`config.mk`:
```
export PLATFORM = sky130hd
export DESIGN_NAME = weight_fetch
export DESIGN_NICKNAME = d
export VERILOG_FILES = /design/src/rtl/weight_fetch.sv
export SDC_FILE = /design/constraint.sdc
export NUM_CORES = 1
export LEC_CHECK = 0
export ABC_AREA = 1
export BUFFER_PORTS_ARGS = -buffer_cell sky130_fd_sc_hd__buf_2
export CAP_MARGIN = 20
export CORE_UTILIZATION = 38
export DETAILED_ROUTE_END_ITERATION = 7
export GPL_ROUTABILITY_DRIVEN = 0
export HOLD_SLACK_MARGIN = 0.05
export PLACE_DENSITY = 0.59
export SLEW_MARGIN = 20
export SYNTH_ARGS = -nofsm -noshare
export SYNTH_HDL_FRONTEND = slang
export SYNTH_SLANG_ARGS = --single-unit
```
`constraint.sdc`:
```
create_clock -name clk -period 3.2 [get_ports clk]
set_input_delay 0.96 -clock clk [delete_from_list [all_inputs] [get_ports clk]]
set_output_delay 0.96 -clock clk [all_outputs]
set_load 0.02 [all_outputs]
```
`src/rtl/weight_fetch.sv`:
```
// weight_fetch: SRAM read engine that streams a programmed address window (optionally
// repeated) to the PE array through a small credit-controlled FIFO.
module weight_fetch #(
    parameter int unsigned ADDR_W     = 17,
    parameter int unsigned DATA_W     = 32,
    parameter int unsigned FIFO_DEPTH = 4
) (
    input  logic              clk,
    input  logic              rst,
    input  logic              start_i,
    input  logic              abort_i,
    input  logic [ADDR_W-1:0] base_i,
    input  logic [ADDR_W-1:0] len_i,
    input  logic [7:0]        rep_i,
    output logic              busy_o,
    output logic              done_o,
    output logic              mem_cs_o,
    output logic              mem_oe_o,
    output logic [ADDR_W-1:0] mem_addr_o,
    output logic [3:0]        mem_wreq_o,
    output logic [DATA_W-1:0] mem_wdata_o,
    input  logic [DATA_W-1:0] mem_rdata_i,
    output logic              w_valid_o,
    output logic [DATA_W-1:0] w_data_o,
    output logic              w_last_o,
    input  logic              w_ready_i
);

    localparam logic [3:0]        WRITE_DIS = 4'b0000;
    localparam int unsigned       PTR_W     = $clog2(FIFO_DEPTH);
    localparam int unsigned       CNT_W     = PTR_W + 1;
    localparam logic [CNT_W-1:0]  DEPTH_C   = CNT_W'(FIFO_DEPTH);

    typedef enum logic [1:0] {StIdle, StFetch, StDrain, StDone} state_e;

    state_e            state_q, state_d;
    logic [ADDR_W-1:0] base_q, base_d;
    logic [ADDR_W-1:0] len_q, len_d;
    logic [7:0]        rep_q, rep_d;
    logic [ADDR_W-1:0] addr_q, addr_d;
    logic [ADDR_W-1:0] word_q, word_d;
    logic [7:0]        pass_q, pass_d;
    logic              inflight_q, inflight_d;
    logic              infl_last_q, infl_last_d;

    logic [DATA_W-1:0] fifo_data_q [FIFO_DEPTH];
    logic              fifo_last_q [FIFO_DEPTH];
    logic [PTR_W-1:0]  wr_ptr_q, rd_ptr_q;
    logic [CNT_W-1:0]  count_q;

    logic              issue;
    logic              last_word;
    logic              push;
    logic              pop;
    logic              empty;
    logic [CNT_W-1:0]  credit_used;

    assign empty       = (count_q == '0);
    assign push        = inflight_q;
    assign pop         = !empty && w_ready_i;
    // Words held in the FIFO plus the one possibly still coming back from the SRAM.
    assign credit_used = count_q + CNT_W'(inflight_q);
    assign last_word   = (word_q == len_q - ADDR_W'(1));

    always_comb begin
        state_d     = state_q;
        base_d      = base_q;
        len_d       = len_q;
        rep_d       = rep_q;
        addr_d      = addr_q;
        word_d      = word_q;
        pass_d      = pass_q;
        issue       = 1'b0;
        done_o      = 1'b0;

        case (state_q)
            StIdle: begin
                if (start_i) begin
                    base_d = base_i;
                    len_d  = len_i;
                    rep_d  = rep_i;
                    addr_d = base_i;
                    word_d = '0;
                    pass_d = '0;
                    if (len_i == '0 || rep_i == '0) begin
                        state_d = StDone;
                    end else begin
                        state_d = StFetch;
                    end
                end
            end
            StFetch: begin
                if (credit_used < DEPTH_C) begin
                    issue = 1'b1;
                    if (last_word) begin
                        word_d = '0;
                        addr_d = base_q;
                        pass_d = pass_q + 8'd1;
                        if (pass_q == rep_q - 8'd1) begin
                            state_d = StDrain;
                        end
                    end else begin
                        word_d = word_q + ADDR_W'(1);
                        addr_d = addr_q + ADDR_W'(1);
                    end
                end
            end
            StDrain: begin
                if (empty && !inflight_q) begin
                    state_d = StDone;
                end
            end
            StDone: begin
                done_o  = 1'b1;
                state_d = StIdle;
            end
            default: state_d = StIdle;
        endcase

        if (abort_i) begin
            state_d = StIdle;
            issue   = 1'b0;
            done_o  = 1'b0;
            word_d  = '0;
            pass_d  = '0;
        end

        inflight_d  = issue;
        infl_last_d = issue && last_word;
    end

    assign busy_o      = (state_q != StIdle);
    assign mem_cs_o    = issue;
    assign mem_oe_o    = issue;
    assign mem_addr_o  = issue ? addr_q : '0;
    assign mem_wreq_o  = WRITE_DIS;
    assign mem_wdata_o = '0;

    assign w_valid_o   = !empty;
    assign w_data_o    = empty ? '0 : fifo_data_q[rd_ptr_q];
    assign w_last_o    = empty ? 1'b0 : fifo_last_q[rd_ptr_q];

    always_ff @(posedge clk) begin
        if (rst) begin
            state_q     <= StIdle;
            base_q      <= '0;
            len_q       <= '0;
            rep_q       <= '0;
            addr_q      <= '0;
            word_q      <= '0;
            pass_q      <= '0;
            inflight_q  <= 1'b0;
            infl_last_q <= 1'b0;
        end else begin
            state_q     <= state_d;
            base_q      <= base_d;
            len_q       <= len_d;
            rep_q       <= rep_d;
            addr_q      <= addr_d;
            word_q      <= word_d;
            pass_q      <= pass_d;
            inflight_q  <= inflight_d;
            infl_last_q <= infl_last_d;
        end
    end

    // Storage needs no reset: outputs are masked while the FIFO is empty.
    always_ff @(posedge clk) begin
        if (push) begin
            fifo_data_q[wr_ptr_q] <= mem_rdata_i;
            fifo_last_q[wr_ptr_q] <= infl_last_q;
        end
    end

    always_ff @(posedge clk) begin
        if (rst || abort_i) begin
            wr_ptr_q <= '0;
            rd_ptr_q <= '0;
            count_q  <= '0;
        end else begin
            if (push) begin
                wr_ptr_q <= wr_ptr_q + PTR_W'(1);
            end
            if (pop) begin
                rd_ptr_q <= rd_ptr_q + PTR_W'(1);
            end
            count_q <= count_q + CNT_W'(push) - CNT_W'(pop);
        end
    end

endmodule
```
Yosys cells after proc, flatten, opt, wreduce, memory -nomap -nowiden
Memories as Yosys holds them, arrays and structs flattened. A register that Yosys moved wholly into a read port is not among the register bits.
Cells that the tools add are included.
W data, S select, Z words.
{"block": "totals", "register_bits": 95, "input_bits": 79, "latch_bits": 0, "rom_bits": 0, "output_inout_bits": 91, "mem_count": 2, "ram_bits": 132, "wordCells": 85}
{"block": "op_classes", "order_cmp": 1, "n_bitwise": 0, "n_div": 0, "n_addsub": 9, "shifts": 0, "mux": 33, "reduce_logical": 18, "eq_ne": 10, "n_mul": 0}
{"memory": "fifo_data_q", "words": 4, "width": 32, "read_ports": 1, "rd_ports_with_merged_regs": 1, "write_ports": 1, "line": "46", "rtl": "logic [DATA_W-1:0] fifo_data_q [FIFO_DEPTH];"}
{"memory": "fifo_last_q", "words": 4, "width": 1, "read_ports": 1, "rd_ports_with_merged_regs": 1, "write_ports": 1, "line": "47", "rtl": "logic fifo_last_q [FIFO_DEPTH];"}
{"op": "$mux W17", "n": 7}
{"op": "$pmux W17 S2", "n": 2}
{"op": "$add A17 B1 Y17 const B", "n": 2}
{"op": "$mux W32", "n": 1}
{"op": "$mux W8", "n": 3}
{"op": "$mux W2", "n": 10}
{"op": "$eq A17 B17 Y1", "n": 1}
{"op": "$logic_not A17 Y1", "n": 1}
{"op": "$sub A17 B1 Y17 const B", "n": 1}
{"op": "$pmux W8 S2", "n": 1}
{"op": "$ne A2 B2 Y1 const B", "n": 5}
{"op": "$add A8 B1 Y8 const B", "n": 1}
{"op": "$eq A8 B8 Y1", "n": 1}
{"op": "$logic_not A8 Y1", "n": 1}
{"op": "$mux W1", "n": 8}
{"op": "$pmux W2 S4", "n": 1}
{"op": "$sub A8 B1 Y8 const B", "n": 1}
{"op": "$reduce_and A5 Y1", "n": 1}
{"op": "$add A2 B1 Y2 const B", "n": 2}
{"op": "$eq A2 B2 Y1 const B", "n": 2}
{"op": "$reduce_and A4 Y1", "n": 1}
{"op": "$reduce_bool A2 Y1", "n": 2}
{"op": "$add A3 B1 Y3", "n": 1}
{"op": "$logic_and A1 B1 Y1", "n": 3}
{"op": "10 further kinds", "n": 12}

Longest topological paths before layout
Gate-level depths: netlist (run 1).
{"block": "depth", "word_depth": 6, "mapped_depth": 17, "depth_no_buf": 17}

Least setup slack after synthesis (run 1)
OpenSTA, ideal clock, no wires.
{"block": "synth_path", "path_kind": "register to output", "start": "reg inflight_q", "end": "out mem_addr_o[10]", "n_path_buf": 1, "t_required_ns": 2.240, "setup_slack_ns": 0.043, "arrival_ns": 2.197, "path_stages_with_launch": 11, "path_cell_list": "dfxtp_1 > ha_1 > ha_1 > inv_1 > nand2_1 > nand2_1 > nand2_1 > nor2_1 > clkinv_1 > clkbuf_1 > nor2_1"}
{"block": "synth_between", "elab_chain_len": 6}
{"element": "start, declared", "line": "43", "rtl": "logic inflight_q, inflight_d;"}
{"element": "start signal, assigned", "line": "162", "rtl": "inflight_q <= inflight_d;"}
{"element": "$add A3 B1 Y3", "line": "62", "rtl": "assign credit_used = count_q + CNT_W'(inflight_q);"}
{"element": "$lt A3 B3 Y1", "line": "93", "rtl": "if (credit_used < DEPTH_C) begin"}
{"element": "$mux W1", "line": "93"}
{"element": "$mux W1", "line": "76", "rtl": "case (state_q)"}
{"element": "$mux W1", "line": "120", "rtl": "if (abort_i) begin"}
{"element": "net mem_cs_o", "line": "17", "rtl": "output logic mem_cs_o,"}
{"element": "$mux W17", "line": "135", "rtl": "assign mem_addr_o = issue ? addr_q : '0;"}
{"element": "end, declared", "line": "19", "rtl": "output logic [ADDR_W-1:0] mem_addr_o,"}
The timed path passes the listed nets, and every way through them passes these cells.

Worst setup path after layout (run 1)
{"block": "layout_path", "start": "reg inflight_q", "end": "out mem_addr_o[7]"}
{"block": "layout_between", "elab_chain_len": 6}
{"element": "$add A3 B1 Y3", "line": "62"}
{"element": "$lt A3 B3 Y1", "line": "93"}
{"element": "$mux W1", "line": "93"}
{"element": "$mux W1", "line": "76"}
{"element": "$mux W1", "line": "120"}
{"element": "$mux W17", "line": "135"}
No other way between the ends.

==> results of run 1 <==
## registers in the layout, indices dropped and copies added (netlist names), named ones only
register,cells
addr_q,17
base_q,17
count_q,3
fifo_data_q,128
fifo_last_q,4
infl_last_q,1
inflight_q,1
len_q,17
pass_q,8
rd_ptr_q,2
rep_q,8
state_q,2
word_q,17
wr_ptr_q,2
## per-stage QoR
stage / area (um2) / cells / power [mW] / util / hold WS, ns
after detailed placement: 12000 / 1760 / 4.34 / 0.419 / 0.447
after global placement: 12000 / 1760 / 4.34 / 0.419 / 0.441
after floorplan: 11200 / 1316 / 4.09 / - / 0.429
final: 12900 / 1808 / 6.92 / 0.450 / 0.451
after global routing: 12900 / 1808 / 7.25 / 0.450 / 0.485
after CTS: 12800 / 1804 / 6.97 / 0.446 / 0.456
## final timing paths
check / endpoint / slack (ns) / cells after the start
worst max register to register: word_q[13] / 0.49 / 15
worst min-delay path: base_q[0] / 0.45 / 2
worst max-delay path: mem_addr_o[7] / 0.13 / 11
worst min register to register: base_q[0] / 0.45 / 2
## per-layer routing
| layer | share of wire | vias to the layer above | track usage |
|---|---|---|---|
| met1 | 0.47 | 4081 | 0.240 |
| met2 | 0.44 | 288 | 0.284 |
| met5 | 0.00049 | - | 0 |
| met4 | 0.025 | 2 | 0.0524 |
| met3 | 0.061 | 45 | 0.0281 |
| li1 | - | 4462 | - |
## power by group through the flow
stage                     combinational (mW)  sequential [mW]  clock (mW)
after floorplan                        0.748             3.35           0
after global placement                 0.968             3.37           0
after detailed placement               0.974             3.37           0
after CTS                              0.981             3.31        2.68
after global routing                    1.12             3.32        2.80
final                                  0.999             3.31        2.61
## logic make-up after synthesis
| family | synth area share |
|---|---|
| and+or+nand+nor | 0.204 |
| AOI/OAI and AO/OA | 0.116 |
| DFF | 0.532 |
| buffers and inverters | 0.0823 |
| xor gates and xnor gates | 0.0450 |
| adders and majority gates | 0.0192 |
| other | 0.000338 |
| muxes | 0.000902 |
## worst max-delay path, stage by stage (launching register included)
cell and delay [ns]:
dfxtp_4 0.36, ha_1 0.20, ha_2 0.17, inv_1 0.05
nand2_1 0.06, nand2_2 0.09, nand2_2 0.08, nor2_4 0.10
inv_2 0.05, buf_8 0.15, nor2_2 0.12, buf_6 0.13
## timing repair
item | in CTS | in global routing
gates resized for setup | 6 | 38
pin swaps | 0 | 1
cloned | 0 | 0
buffers inserted | 0 | 2
setup endpoints to repair | 17 | 20
## cell usage in the layout (no fill, tap or decap), types with 2 or more instances in the layout
cell type	synthesis	layout
nand3b_1	3	3
inv_1	96	96
nor3b_1	2	2
nand2_2	2	5
diode_2	0	2
nand4_1	26	26
xor2_1	36	36
buf_4	37	34
nand2_1	136	133
clkbuf_16	0	25
a21oi_1	111	111
ha_1	17	16
clkinv_2	0	4
or2_2	2	2
nor3_1	20	19
nor4_1	5	5
xnor2_1	21	21
nor2_4	3	4
o21ai_0	137	137
edfxtp_1	132	132
conb_1	1	36
buf_2	3	116
nor2_2	4	17
nand3_4	2	2
dfxtp_1	97	95
clkbuf_1	46	9
nand3_1	55	55
inv_2	9	10
nor2_1	255	241
clkinv_1	2	4
clkbuf_8	0	2
buf_6	2	4
nand2_4	3	3
## cell type report
type                    instances  area (um2)
clock buffers                  36         687
clock inverters                 8        51.3
flip-flops and latches        229        5910
inverters                     107         402
diodes                          2        5.00
multi-input cells             886        4460
fillers                      2808       15800
repair buffers                156         916
well taps                     384         480
==> summary.txt, run 1 <==
Power and ir drop
  • P_sw: 1.89 mW
  • Pwr Density: ~540 nW/um2
  • Maximum vdd drop: roughly 0.39 mV
  • P_int: just over 5 mW
  • Clock network fraction of total power: 0.378
  • Comb pwr share: 0.144
  • Switching share of power: 0.273
  • LEAKAGE: ~5.1 nW
  • Part of the power in registers: 0.478

Synthesis
  • Post-Syn Area: 11,100 um2
  • Gate Count Post-Synth: roughly 1,300
  • Top cells by area, synth: edfxtp_1 36%, dfxtp_1 18%, nor2_1 8.6%
  • Synth Register Bits: about 230
  • Synth top area share: 0.357
  • Synth warn: 0
  • Post-synth EDFFs: about 130
  • Syn_area_per_cell: between 8 and 9 um2
  • Synth cell count leaders: 255 x nor2_1, 137 x o21ai_0, 136 x nand2_1, 132 x edfxtp_1, 111 x a21oi_1
  • Synth area leader: edfxtp_1
  • Post-synth ARST share: 0
  • Cell with the most instances after synthesis: nor2_1
  • Sequential element share of the synthesized area: 0.532
  • Synth cell types: 41
  • Top FF cell, synth: edfxtp_1

Setup path
  • Worst Path Arrival: around 2.1 ns
  • Crit path from: inflight_q
  • CP Capture Type: primary output
  • Worst reg2reg startpoint: len_q[0]
  • Crit path max fanout: 18
  • CP required: between 2 and 2.5 ns
  • Crit Path Category: register to primary output
  • Startpoint types: register

Timing
  • TNS Setup: 0 ns
  • Peak Freq: 0.326 GHz
  • Tcrit/Tclk final: 0.958
  • Max-slew headroom: 0.607
  • Tmin final: 3.07 ns
  • Final WS setup: approximately 0.13 ns
  • Final Hold Violating Endpoints: 0
  • Slew Limit Fails: 0
  • Setup-failing EPs final: 0
  • Clk_skew: 0.0135 ns
  • Actual slew at the worst max-slew pin: between 0.5 and 0.6 ns

GRT
  • Initial antenna violation count: 3
  • Vias in the first global route: 8,420
  • First-pass GRT wire length: between 40,000 and 50,000 um
  • Grt total ovfl: 0
  • Tot GR Track Use: 0.175
  • Largest net degree at the start of global routing: between 60 and 70

Routing
  • Routed vias/inst: slightly below 5
  • Vias: around 9,000
  • First drt pass iteration count: 5
  • Drt total wl: roughly 26,000 um
  • Violation count after the first detailed-route iteration: 522
  • Final ANT Viol Nets: 0
  • DRC Markers: 0
  • Wire length per cell: 14.6 um

Hold path
  • HP Start: base_q[0]
  • Min-delay worst type: register to register

Floorplanning
  • Core outline area: 28,700 um2
  • Initial Utilization: 0.387
  • Full die area: around 30,000 um2
  • Die Y: 173 um
  • Die width: 173 um
  • IO Pins: 170
  • FP Rows: 62

Place
  • HPWL Detailed: 17,300 um
  • # port buffers: between 100 and 150
  • Pre-CTS setup slack: between 0.4 and 0.5 ns

Run status
  • Status: complete, no violations

Clocking
  • Number of buffers on the longest clock path: 3
  • Count of hold-fix buffers inserted at cts: 0
  • Clock Pin Slew Worst Setup and Hold Paths: 0.06 ns
  • TritonCTS clock tree: yes
  • Skew-Pair Late Insertion Delay: about 0.53 ns
  • Clock root cell: clkbuf_16
  • Clock sink count: 229
  • Htree depth: 1
  • Num CTS Buffers: 25

Flow run
  • Max_cap viols: 0

Final layout
  • Area grow syn2layout: 16.4%
  • Layout Nets: 1,501
  • Share of cells above drive strength 1: 0.167
Note: power is estimated with default switching activity, not from simulation.
==> run 2: changes to the inputs <==
--- a/config.mk
+++ b/config.mk
@@ -8,11 +8,12 @@
 export ABC_AREA = 1
 export BUFFER_PORTS_ARGS = -buffer_cell sky130_fd_sc_hd__buf_2
 export CAP_MARGIN = 20
+export CORE_MARGIN = 10
 export CORE_UTILIZATION = 38
 export DETAILED_ROUTE_END_ITERATION = 7
 export GPL_ROUTABILITY_DRIVEN = 0
 export HOLD_SLACK_MARGIN = 0.05
-export PLACE_DENSITY = 0.59
+export PLACE_DENSITY = 0.61
 export SLEW_MARGIN = 20
 export SYNTH_ARGS = -nofsm -noshare
 export SYNTH_HDL_FRONTEND = slang
==> constraint.sdc (replaced) <==
create_clock -name clk -period 2.5 [get_ports clk]
set_input_delay 0.75 -clock clk [delete_from_list [all_inputs] [get_ports clk]]
set_output_delay 0.75 -clock clk [all_outputs]
set_load 0.02 [all_outputs]
==> summary.txt, run 2 (synthesis results as in run 1) <==
Run status
  • Status: finished with violations
  • Failing checks: setup timing

Timing
  • Peak Freq: 0.361 GHz
  • RSZ-0062 raised after global routing: yes
  • Tcrit/Tclk final: 1.11
  • Tmin final: 2.77 ns
  • Setup-failing EPs final: 52
  • Final WS setup: -0.273 ns
  • Slew Limit Fails: 0
  • TNS Setup: -10.34 ns
  • Final Hold Violating Endpoints: 0
  • Clk_skew: 0.0139 ns
  • Hold slack final: around 0.44 ns
  • Actual slew at the worst max-slew pin: 0.551 ns
  • Max-slew headroom: 0.632

Routing
  • Final ANT Viol Nets: 0
  • First drt pass iteration count: 5
  • Vias: ~9,000
  • Drt total wl: 29,400 um
  • Routed vias/inst: 4.95
  • Violation count after the first detailed-route iteration: 523
  • DRC Markers: 0
  • Wire length per cell: ~16 um

Place
  • # port buffers: 133
  • Placed cells: between 1,500 and 2,000
  • Post-DP Area: 12,300 um2
  • Pre-CTS setup slack: 0.150 ns
  • HPWL Detailed: around 20,000 um

Hold path
  • Min-delay worst type: input port to register

Setup path
  • Crit path max fanout: 9
  • CP required: 1.75 ns
  • Startpoint types: register
  • Slowest Stage Delay on Critical Path: 0.33 ns
  • Crit-path slowest cell: dfxtp_2
  • Crit Path Category: register to primary output
  • R2R setup slack: 0.22 ns
  • Crit-path cells: ha_4 -> ha_4 -> inv_2 -> nand2_2 -> nand2_2 -> nand2_4 -> nor2_4 -> inv_4 -> buf_12 -> nor2_2 -> buf_6
  • Worst Path Arrival: 2.02 ns
  • CP Capture Type: primary output

Clocking
  • Clock sink count: ~230
  • Skew-Pair Late Insertion Delay: 0.53 ns
  • Clock root cell: clkbuf_16
  • Htree depth: 1
  • Clock Pin Slew Worst Setup and Hold Paths: 0.06 ns
  • Number of buffers on the longest clock path: 3
  • TritonCTS clock tree: yes
  • Num CTS Buffers: 25
  • Count of hold-fix buffers inserted at cts: 0

Floorplanning
  • FP Rows: between 60 and 70
  • Core outline area: 28,800 um2
  • Die width: 191 um
  • Initial Utilization: 0.386
  • Full die area: 36,400 um2
  • Die Y: 191 um
  • IO Pins: 170

Final layout
  • Utilization after layout: 0.471
  • Share of cells above drive strength 1: 0.192
  • Layout Nets: 1,520
  • Commonest non-fill, non-tap cell in the layout: nor2_1
  • Post-Layout Cell Count: 1,828
  • Final Cell Area: between 10,000 and 15,000 um2
  • Max reg flops: roughly 130
  • Commonest cells after routing, fill and taps aside: 236 x nor2_1, 135 x o21ai_0, 132 x nand2_1, 132 x edfxtp_1, 112 x buf_2
  • Most flops, register: fifo_data_q
  • Area grow syn2layout: 22.1%

GRT
  • Largest net degree at the start of global routing: 51
  • Initial antenna violation count: 1
  • Vias in the first global route: 8,916
  • Grt total ovfl: 0
  • Tot GR Track Use: 0.155
  • First-pass GRT wire length: 46,500 um

Power and ir drop
  • Maximum vdd drop: 0.654 mV
  • LEAKAGE: 5.34 nW
  • Pwr Density: 680 nW/um2
  • Tot Pwr: between 9 and 10 mW

Flow run
  • Max_cap viols: 0
[run 2: timing repair]
item	4_1_cts	5_1_grt
pin swaps	1	4
gates cloned	3	2
gates resized for setup	66	20
setup endpoints to repair	53	68
setup buffers	7	2
[run 2: final cells by class]
cell class / count / area [um2]
multi-input combinational: 886 / 4590
antenna: 1 / 2.50
fill: 2751 / 15200
clock inverter: 12 / 115
inverter: 107 / 408
tap: 384 / 480
sequential: 229 / 5920
clock buffer: 34 / 689
timing repair buffer: 175 / 1350
[run 2: path summary, 6_finish.rpt]
path / from / end / depth (start not counted)
max: count_q[0] / mem_addr_o[3] / 11
min: mem_rdata_i[22] / fifo_data_q[3][22] / 1
max reg2reg: len_q[0] / word_q[16] / 13
min reg2reg: base_q[8] / base_q[8] / 2
[run 2: per-layer routing]
layer | vias up | global-route usage | routed length, um
met2 | 262 | 0.254 | 13600
met1 | 4243 | 0.202 | 13000
li1 | 4496 | - | -
met5 | - | 0 | 18
met4 | 2 | 0.0397 | 525
met3 | 42 | 0.0357 | 2230
[run 2: worst max-delay path: cells and delay by family, from the launching register on]
kind / cells / cell delay [ns]
flops: 1 / 0.33
simple gates: 5 / 0.44
fa+ha+maj: 2 / 0.31
buf+inv: 4 / 0.41
[run 2: report_power, final]
part	leakage [nW]	internal [mW]	switching, mW
Combinational	2.96	0.461	0.916
Clock	0.392	2.13	1.47
Sequential	1.99	4.12	0.112
